==> config.mk <==
export PLATFORM = sky130hd
export DESIGN_NAME = uart_tx_fifo_rd_flat
export DESIGN_NICKNAME = d
export VERILOG_FILES = /design/src/rtl/uart_tx_fifo_rd_if.sv /design/src/rtl/uart_tx_fifo_rd.sv /design/src/flat_wrapper.sv
export SDC_FILE = /design/constraint.sdc
export NUM_CORES = 1
export LEC_CHECK = 0
export BUFFER_PORTS_ARGS = -buffer_cell sky130_fd_sc_hd__buf_2
export CAP_MARGIN = 40
export CORE_MARGIN = 8
export CORE_UTILIZATION = 35
export DETAILED_ROUTE_END_ITERATION = 12
export GPL_ROUTABILITY_DRIVEN = 1
export GPL_TIMING_DRIVEN = 0
export PLACE_DENSITY_LB_ADDON = 0.08
export SYNTH_ARGS = -nofsm -noshare
export SYNTH_HDL_FRONTEND = slang
export SYNTH_SLANG_ARGS = --single-unit
==> constraint.sdc <==
create_clock -name rclk -period 6.3 [get_ports rclk]
set_input_delay 0 -clock rclk [delete_from_list [all_inputs] [get_ports rclk]]
set_output_delay 0 -clock rclk [all_outputs]
set_load 0.005 [all_outputs]
==> src/rtl/uart_tx_fifo_rd_if.sv <==
// Read port of the TX asynchronous FIFO as seen from the rclk domain.
// The master modport is the UART transmit engine; the slave modport is the FIFO.
interface uart_tx_fifo_rd_if #(
    parameter int DATASIZEL = 8
);
    logic                 rinc;
    logic                 rempty;
    logic [DATASIZEL-1:0] rdata;

    modport master (output rinc, input rempty, input rdata);
    modport slave  (input rinc, output rempty, output rdata);
endinterface

==> src/rtl/uart_tx_fifo_rd.sv <==
// UART transmit engine that pops bytes from the TX FIFO read port and serialises them on txd.
// Optional parity bit is enabled by defining UART_TX_PARITY_EN.
module uart_tx_fifo_rd #(
    parameter int DATASIZEL = 8,
    parameter int STOP_BITS = 1
`ifdef UART_TX_PARITY_EN
   ,parameter int PARITY_ODD = 0
`endif
) (
    input  logic              rclk,
    input  logic              rrst,
    input  logic              tx_en,
    input  logic [15:0]       baud_div,
    uart_tx_fifo_rd_if.master fifo,
    output logic              txd,
    output logic              tx_busy,
    output logic              tx_done
);

    localparam int BCW = $clog2(DATASIZEL) + 1;
    localparam logic [BCW-1:0] LAST_BIT  = BCW'(DATASIZEL - 1);
    localparam logic           LAST_STOP = 1'(STOP_BITS - 1);

`ifdef UART_TX_PARITY_EN
    typedef enum logic [2:0] {IDLE, START, DATA, PARITY, STOP} state_t;
`else
    typedef enum logic [2:0] {IDLE, START, DATA, STOP} state_t;
`endif

    state_t               state, state_nxt;
    logic [15:0]          baud_cnt, baud_cnt_nxt;
    logic [15:0]          frame_div, frame_div_nxt;
    logic [BCW-1:0]       bit_cnt, bit_cnt_nxt;
    logic                 stop_cnt, stop_cnt_nxt;
    logic [DATASIZEL-1:0] shreg, shreg_nxt;
    logic                 txd_nxt, rinc_nxt, busy_nxt, done_nxt;
    logic                 start_frame, bit_end;
`ifdef UART_TX_PARITY_EN
    logic                 parity_bit, parity_nxt;
`endif

    assign start_frame = tx_en && !fifo.rempty;
    assign bit_end     = (baud_cnt == frame_div);

    // All state and every output are registered here.
    always_ff @(posedge rclk or posedge rrst) begin
        if (rrst) begin
            state     <= IDLE;
            baud_cnt  <= '0;
            frame_div <= '0;
            bit_cnt   <= '0;
            stop_cnt  <= 1'b0;
            shreg     <= '0;
            txd       <= 1'b1;
            fifo.rinc <= 1'b0;
            tx_busy   <= 1'b0;
            tx_done   <= 1'b0;
`ifdef UART_TX_PARITY_EN
            parity_bit <= 1'b0;
`endif
        end else begin
            state     <= state_nxt;
            baud_cnt  <= baud_cnt_nxt;
            frame_div <= frame_div_nxt;
            bit_cnt   <= bit_cnt_nxt;
            stop_cnt  <= stop_cnt_nxt;
            shreg     <= shreg_nxt;
            txd       <= txd_nxt;
            fifo.rinc <= rinc_nxt;
            tx_busy   <= busy_nxt;
            tx_done   <= done_nxt;
`ifdef UART_TX_PARITY_EN
            parity_bit <= parity_nxt;
`endif
        end
    end

    always_comb begin
        state_nxt = state;
        case (state)
            IDLE:   if (start_frame) state_nxt = START;
            START:  if (bit_end) state_nxt = DATA;
            DATA: begin
                if (bit_end && bit_cnt == LAST_BIT) begin
`ifdef UART_TX_PARITY_EN
                    state_nxt = PARITY;
`else
                    state_nxt = STOP;
`endif
                end
            end
`ifdef UART_TX_PARITY_EN
            PARITY: if (bit_end) state_nxt = STOP;
`endif
            STOP:   if (bit_end && stop_cnt == LAST_STOP) state_nxt = IDLE;
            default: state_nxt = IDLE;
        endcase
    end

    // The divisor and the byte are latched together at frame start, so
    // baud_div and rdata may change freely while the frame is on the line.
    always_comb begin
        baud_cnt_nxt  = bit_end ? 16'd0 : baud_cnt + 16'd1;
        frame_div_nxt = frame_div;
        bit_cnt_nxt   = bit_cnt;
        stop_cnt_nxt  = stop_cnt;
        shreg_nxt     = shreg;
        txd_nxt       = txd;
        rinc_nxt      = 1'b0;
        busy_nxt      = tx_busy;
        done_nxt      = 1'b0;
`ifdef UART_TX_PARITY_EN
        parity_nxt    = parity_bit;
`endif
        case (state)
            IDLE: begin
                baud_cnt_nxt = 16'd0;
                if (start_frame) begin
                    shreg_nxt     = fifo.rdata;
                    frame_div_nxt = baud_div;
                    bit_cnt_nxt   = '0;
                    stop_cnt_nxt  = 1'b0;
                    rinc_nxt      = 1'b1;
                    txd_nxt       = 1'b0;
                    busy_nxt      = 1'b1;
`ifdef UART_TX_PARITY_EN
                    parity_nxt    = (^fifo.rdata) ^ (PARITY_ODD != 0);
`endif
                end
            end
            START: begin
                if (bit_end) begin
                    txd_nxt     = shreg[0];
                    shreg_nxt   = shreg >> 1;
                    bit_cnt_nxt = '0;
                end
            end
            DATA: begin
                if (bit_end) begin
                    if (bit_cnt == LAST_BIT) begin
`ifdef UART_TX_PARITY_EN
                        txd_nxt = parity_bit;
`else
                        txd_nxt = 1'b1;
`endif
                    end else begin
                        txd_nxt     = shreg[0];
                        shreg_nxt   = shreg >> 1;
                        bit_cnt_nxt = bit_cnt + 1'b1;
                    end
                end
            end
`ifdef UART_TX_PARITY_EN
            PARITY: begin
                if (bit_end) txd_nxt = 1'b1;
            end
`endif
            STOP: begin
                if (bit_end) begin
                    if (stop_cnt == LAST_STOP) begin
                        done_nxt = 1'b1;
                        busy_nxt = 1'b0;
                    end else begin
                        stop_cnt_nxt = 1'b1;
                    end
                end
            end
            default: begin
                txd_nxt  = 1'b1;
                busy_nxt = 1'b0;
            end
        endcase
    end

endmodule
==> src/flat_wrapper.sv <==
// flat-port wrapper written by rule: the top's interface ports become plain ports
module uart_tx_fifo_rd_flat 
#(
    parameter int DATASIZEL = 8,
    parameter int STOP_BITS = 1

)
  (rclk, rrst, tx_en, baud_div, txd, tx_busy, tx_done, fifo_rinc, fifo_rempty, fifo_rdata);
  uart_tx_fifo_rd_if #(.DATASIZEL(DATASIZEL)) fifo_i ();
  input  logic rclk;
  input  logic rrst;
  input  logic tx_en;
  input  logic [15:0] baud_div;
  output logic txd;
  output logic tx_busy;
  output logic tx_done;
  output wire logic [$bits(fifo_i.rinc)-1:0] fifo_rinc;
  input wire logic [$bits(fifo_i.rempty)-1:0] fifo_rempty;
  input wire logic [$bits(fifo_i.rdata)-1:0] fifo_rdata;
  assign fifo_rinc = fifo_i.rinc;
  assign fifo_i.rempty = fifo_rempty;
  assign fifo_i.rdata = fifo_rdata;
  uart_tx_fifo_rd #(.DATASIZEL(DATASIZEL), .STOP_BITS(STOP_BITS)) u_core (.rclk(rclk), .rrst(rrst), .tx_en(tx_en), .baud_div(baud_div), .fifo(fifo_i), .txd(txd), .tx_busy(tx_busy), .tx_done(tx_done));
endmodule
==> key figures <==
Run status
  • Status: finished clean

Clock network
  • CTS clk-pin slew, worst paths: 0.09 ns
  • H-tree level count: 2
  • Post-CTS Setup Repair Bufs: 0
  • Clock Tree Buf Depth: 2
  • Clock latency at the later pin of the worst-skew pair: 0.31 ns
  • Cts bufs inserted: 5
  • CTS root buf: clkbuf_8
  • CTS Sinks: 50
  • TritonCTS clock tree: done
  • Post-CTS sizing: 0
  • Post-CTS Hold Buffers: 17

STA
  • Clk_skew: 0.00711 ns
  • Final setup fails: 0
  • FMAX: 409 MHz
  • Slew margin rel.: 49.6%
  • TNS Setup: 0 ns
  • Pins Over Slew Limit: 0
  • Worst-Margin Slew: 0.749 ns
  • Tmin final: 2.44 ns
  • Final Hold Viols: 0
  • Crit share post-route: 38.8%
  • RSZ-0062 raised after global routing: false

Final layout
  • Final net count: 338
  • Commonest cells after routing, fill and taps aside: nand2_1 (56), dfrtp_1 (49), buf_2 (32)
  • Fraction of layout cells with a size suffix above 1: 21.7%
  • Commonest non-fill, non-tap cell in the layout: nand2_1
  • Synthesis-to-finish area growth: 22.9%
  • Final instance count without filler cells: 403
  • Design area: 0.00311 mm²
  • Inserted Diodes: 0

Yosys
  • #FFs+latches synth: 50
  • Top cell type's share of synthesized area: 48.5%
  • Cell taking the most area after synthesis: dfrtp_1
  • Cells after Synth: 247
  • Syn_nets: 282
  • Main synth FF type: dfrtp_1
  • Post-synth EDFFs: 0
  • Post-synthesis average cell area: 10.2 µm²
  • Post-synthesis cell type count: 42
  • Register area share after synthesis: 49.6%
  • Largest cells by area after synthesis: dfrtp_1 (49%), nand2_1 (8.3%), xor2_1 (7.6%)
  • Post-Synthesis Cell Area: 0.00253 mm²
  • Async S/R FF share, synth: 100%
  • Ys Warns: 0

Placement
  • PortBufs: 31
  • Post-DP Area: 0.00283 mm²
  • Post-DP HPWL: 3.81 mm
  • GPL Wtd Cong: 0.814
  • Dpl cells: 378

Global route
  • Initial antenna violation count: 0
  • Largest net degree at the start of global routing: 28
  • GRT Total Usage: 11.1%
  • Vias in the first global route: 1926
  • Grt ovf: 0
  • First-pass GRT wire length: 8.98 mm

Power and ir drop
  • P per Cell Area: 378 mW/mm²
  • Maximum vdd drop: 132 µV
  • Lkg Pwr: 1.54 nW

Detailed routing
  • Vias: 1834
  • DR iter-0 viols: 52
  • WL final: 5.17 mm
  • Post-DRT Antenna Nets: 0
  • DRC: 0
  • WL/cell: 12.8 µm
  • Iteration count of the initial detailed-routing pass: 4
  • Vias per cell: 4.55

Floorplanning
  • Die H: 101 µm
  • Die extent in x: 101 µm
  • Floorplan Core Area: 0.00714 mm²
  • Starting density of the core: 35.4%
  • Cell Rows: 31
  • Die area: 0.0102 mm²
  • Ports: 32

Critical path
  • Required @ worst endpoint: 6.50 ns
  • Critical Path Source Type: flip-flop
  • Worst-path fanout max: 10
  • Worst setup EP type: flip-flop
  • CP arrival: 2.65 ns
  • Worst setup path class: flip-flop to flip-flop

Flow run
  • Max_cap viols: 0

Hold path
  • Worst min path class: primary input to flip-flop
-- power breakdown --
group / leakage, nW / switching (mW) / internal, mW / total [mW]
registers: 0.645 / 0.0738 / 0.423 / 0.497
clock network: 0.0579 / 0.110 / 0.117 / 0.227
logic: 0.840 / 0.225 / 0.226 / 0.451
total: 1.54 / 0.409 / 0.766 / 1.18
-- final cells by class --
cell class,instances,area (µm²)
Sequential cell,50,1250
Tap cell,99,124
Clock buffer,5,68.8
Timing Repair Buffer,49,345
Inverter,6,22.5
Clock inverter,3,40.0
Fill cell,742,4030
Multi-Input combinational cell,184,1220
Buffer,7,36.3
-- sequential cells by signal, summed over array words and instances (netlist names) --
register	flops
u_core.bit_cnt	4
u_core.state	2
u_core.fifo.rinc	1
u_core.baud_cnt	16
u_core.tx_busy	1
u_core.shreg	8
u_core.tx_done	1
u_core.txd	1
u_core.frame_div	16
-- worst max-delay path: stages (launching register included) --
cell	delay, ns
dfrtp_1	0.44
inv_1	0.10
ha_1	0.24
a21boi_0	0.64
a211oi_1	0.16
a21oi_2	0.25
buf_6	0.18
mux2_2	0.33
-- layer usage --
metal  up-vias  wire (µm)  GRT usage [%]
li1        930          -              -
met1       868       2420           13.5
met2        27       2450           18.1
met3         9        218           3.66
met4         0         74           3.09
met5         -          0              0
-- cell families after synthesis --
group                    after synthesis  share of synthesized area (%)
flip-flops                            50                           49.6
buffers and inverters                 13                           2.33
AO/OA/AOI/OAI                         14                           4.55
AND/OR/NAND/NOR                      114                           21.3
multiplexers                          19                           8.42
adder cells (fa/ha/maj)                7                           3.47
XOR/XNOR                              30                           10.4
-- cells in the mapped netlist (2+ instances only) --
library cell	n
clkbuf_1	3
xor2_1	22
nand3_1	6
nand2b_1	2
inv_1	5
xnor2_1	8
and4_1	3
nor2b_1	3
and2_1	6
dfrtp_1	49
nor3_1	3
and3_1	5
mux2_1	2
a211oi_1	2
nand4_1	2
nand2_1	56
o21a_1	2
nor4_2	3
mux2_2	16
nor2_1	21
ha_1	7
-- through the flow --
stage | hold slack, ns | total power [mW] | worst slack (ns) | util [%]
2_1_floorplan | 0.105 | 0.843 | 4.29 | -
3_3_place_gp | 0.188 | 0.949 | 3.86 | 39.3
3_5_place_dp | 0.0737 | 0.955 | 3.87 | 39.6
4_1_cts | 0.00937 | 1.20 | 3.85 | 43.5
5_1_grt | 0.0338 | 1.27 | 3.68 | 43.5
6_report | 0.0208 | 1.18 | 3.86 | 43.5
-- final timing paths --
check	to	startpoint	slack, ns	depth (start not counted)
worst min register to register	u_core.frame_div[10]$_DFFE_PP0P_	u_core.frame_div[10]$_DFFE_PP0P_	0.50	2
worst min-delay path	u_core.shreg[7]$_DFFE_PP0P_	fifo_rdata[7]	0.02	3
worst max-delay path	u_core.shreg[4]$_DFFE_PP0P_	u_core.state[0]$_DFFE_PP0P_	3.86	7
worst max register to register	u_core.shreg[4]$_DFFE_PP0P_	u_core.state[0]$_DFFE_PP0P_	3.86	7
max in group asynchronous	u_core.txd$_DFFE_PP1P_	rrst	5.43	4
min in group asynchronous	u_core.fifo.rinc$_DFF_PP0_	rrst	0.27	3
No activity file was read; power rests on OpenSTA's default activity.
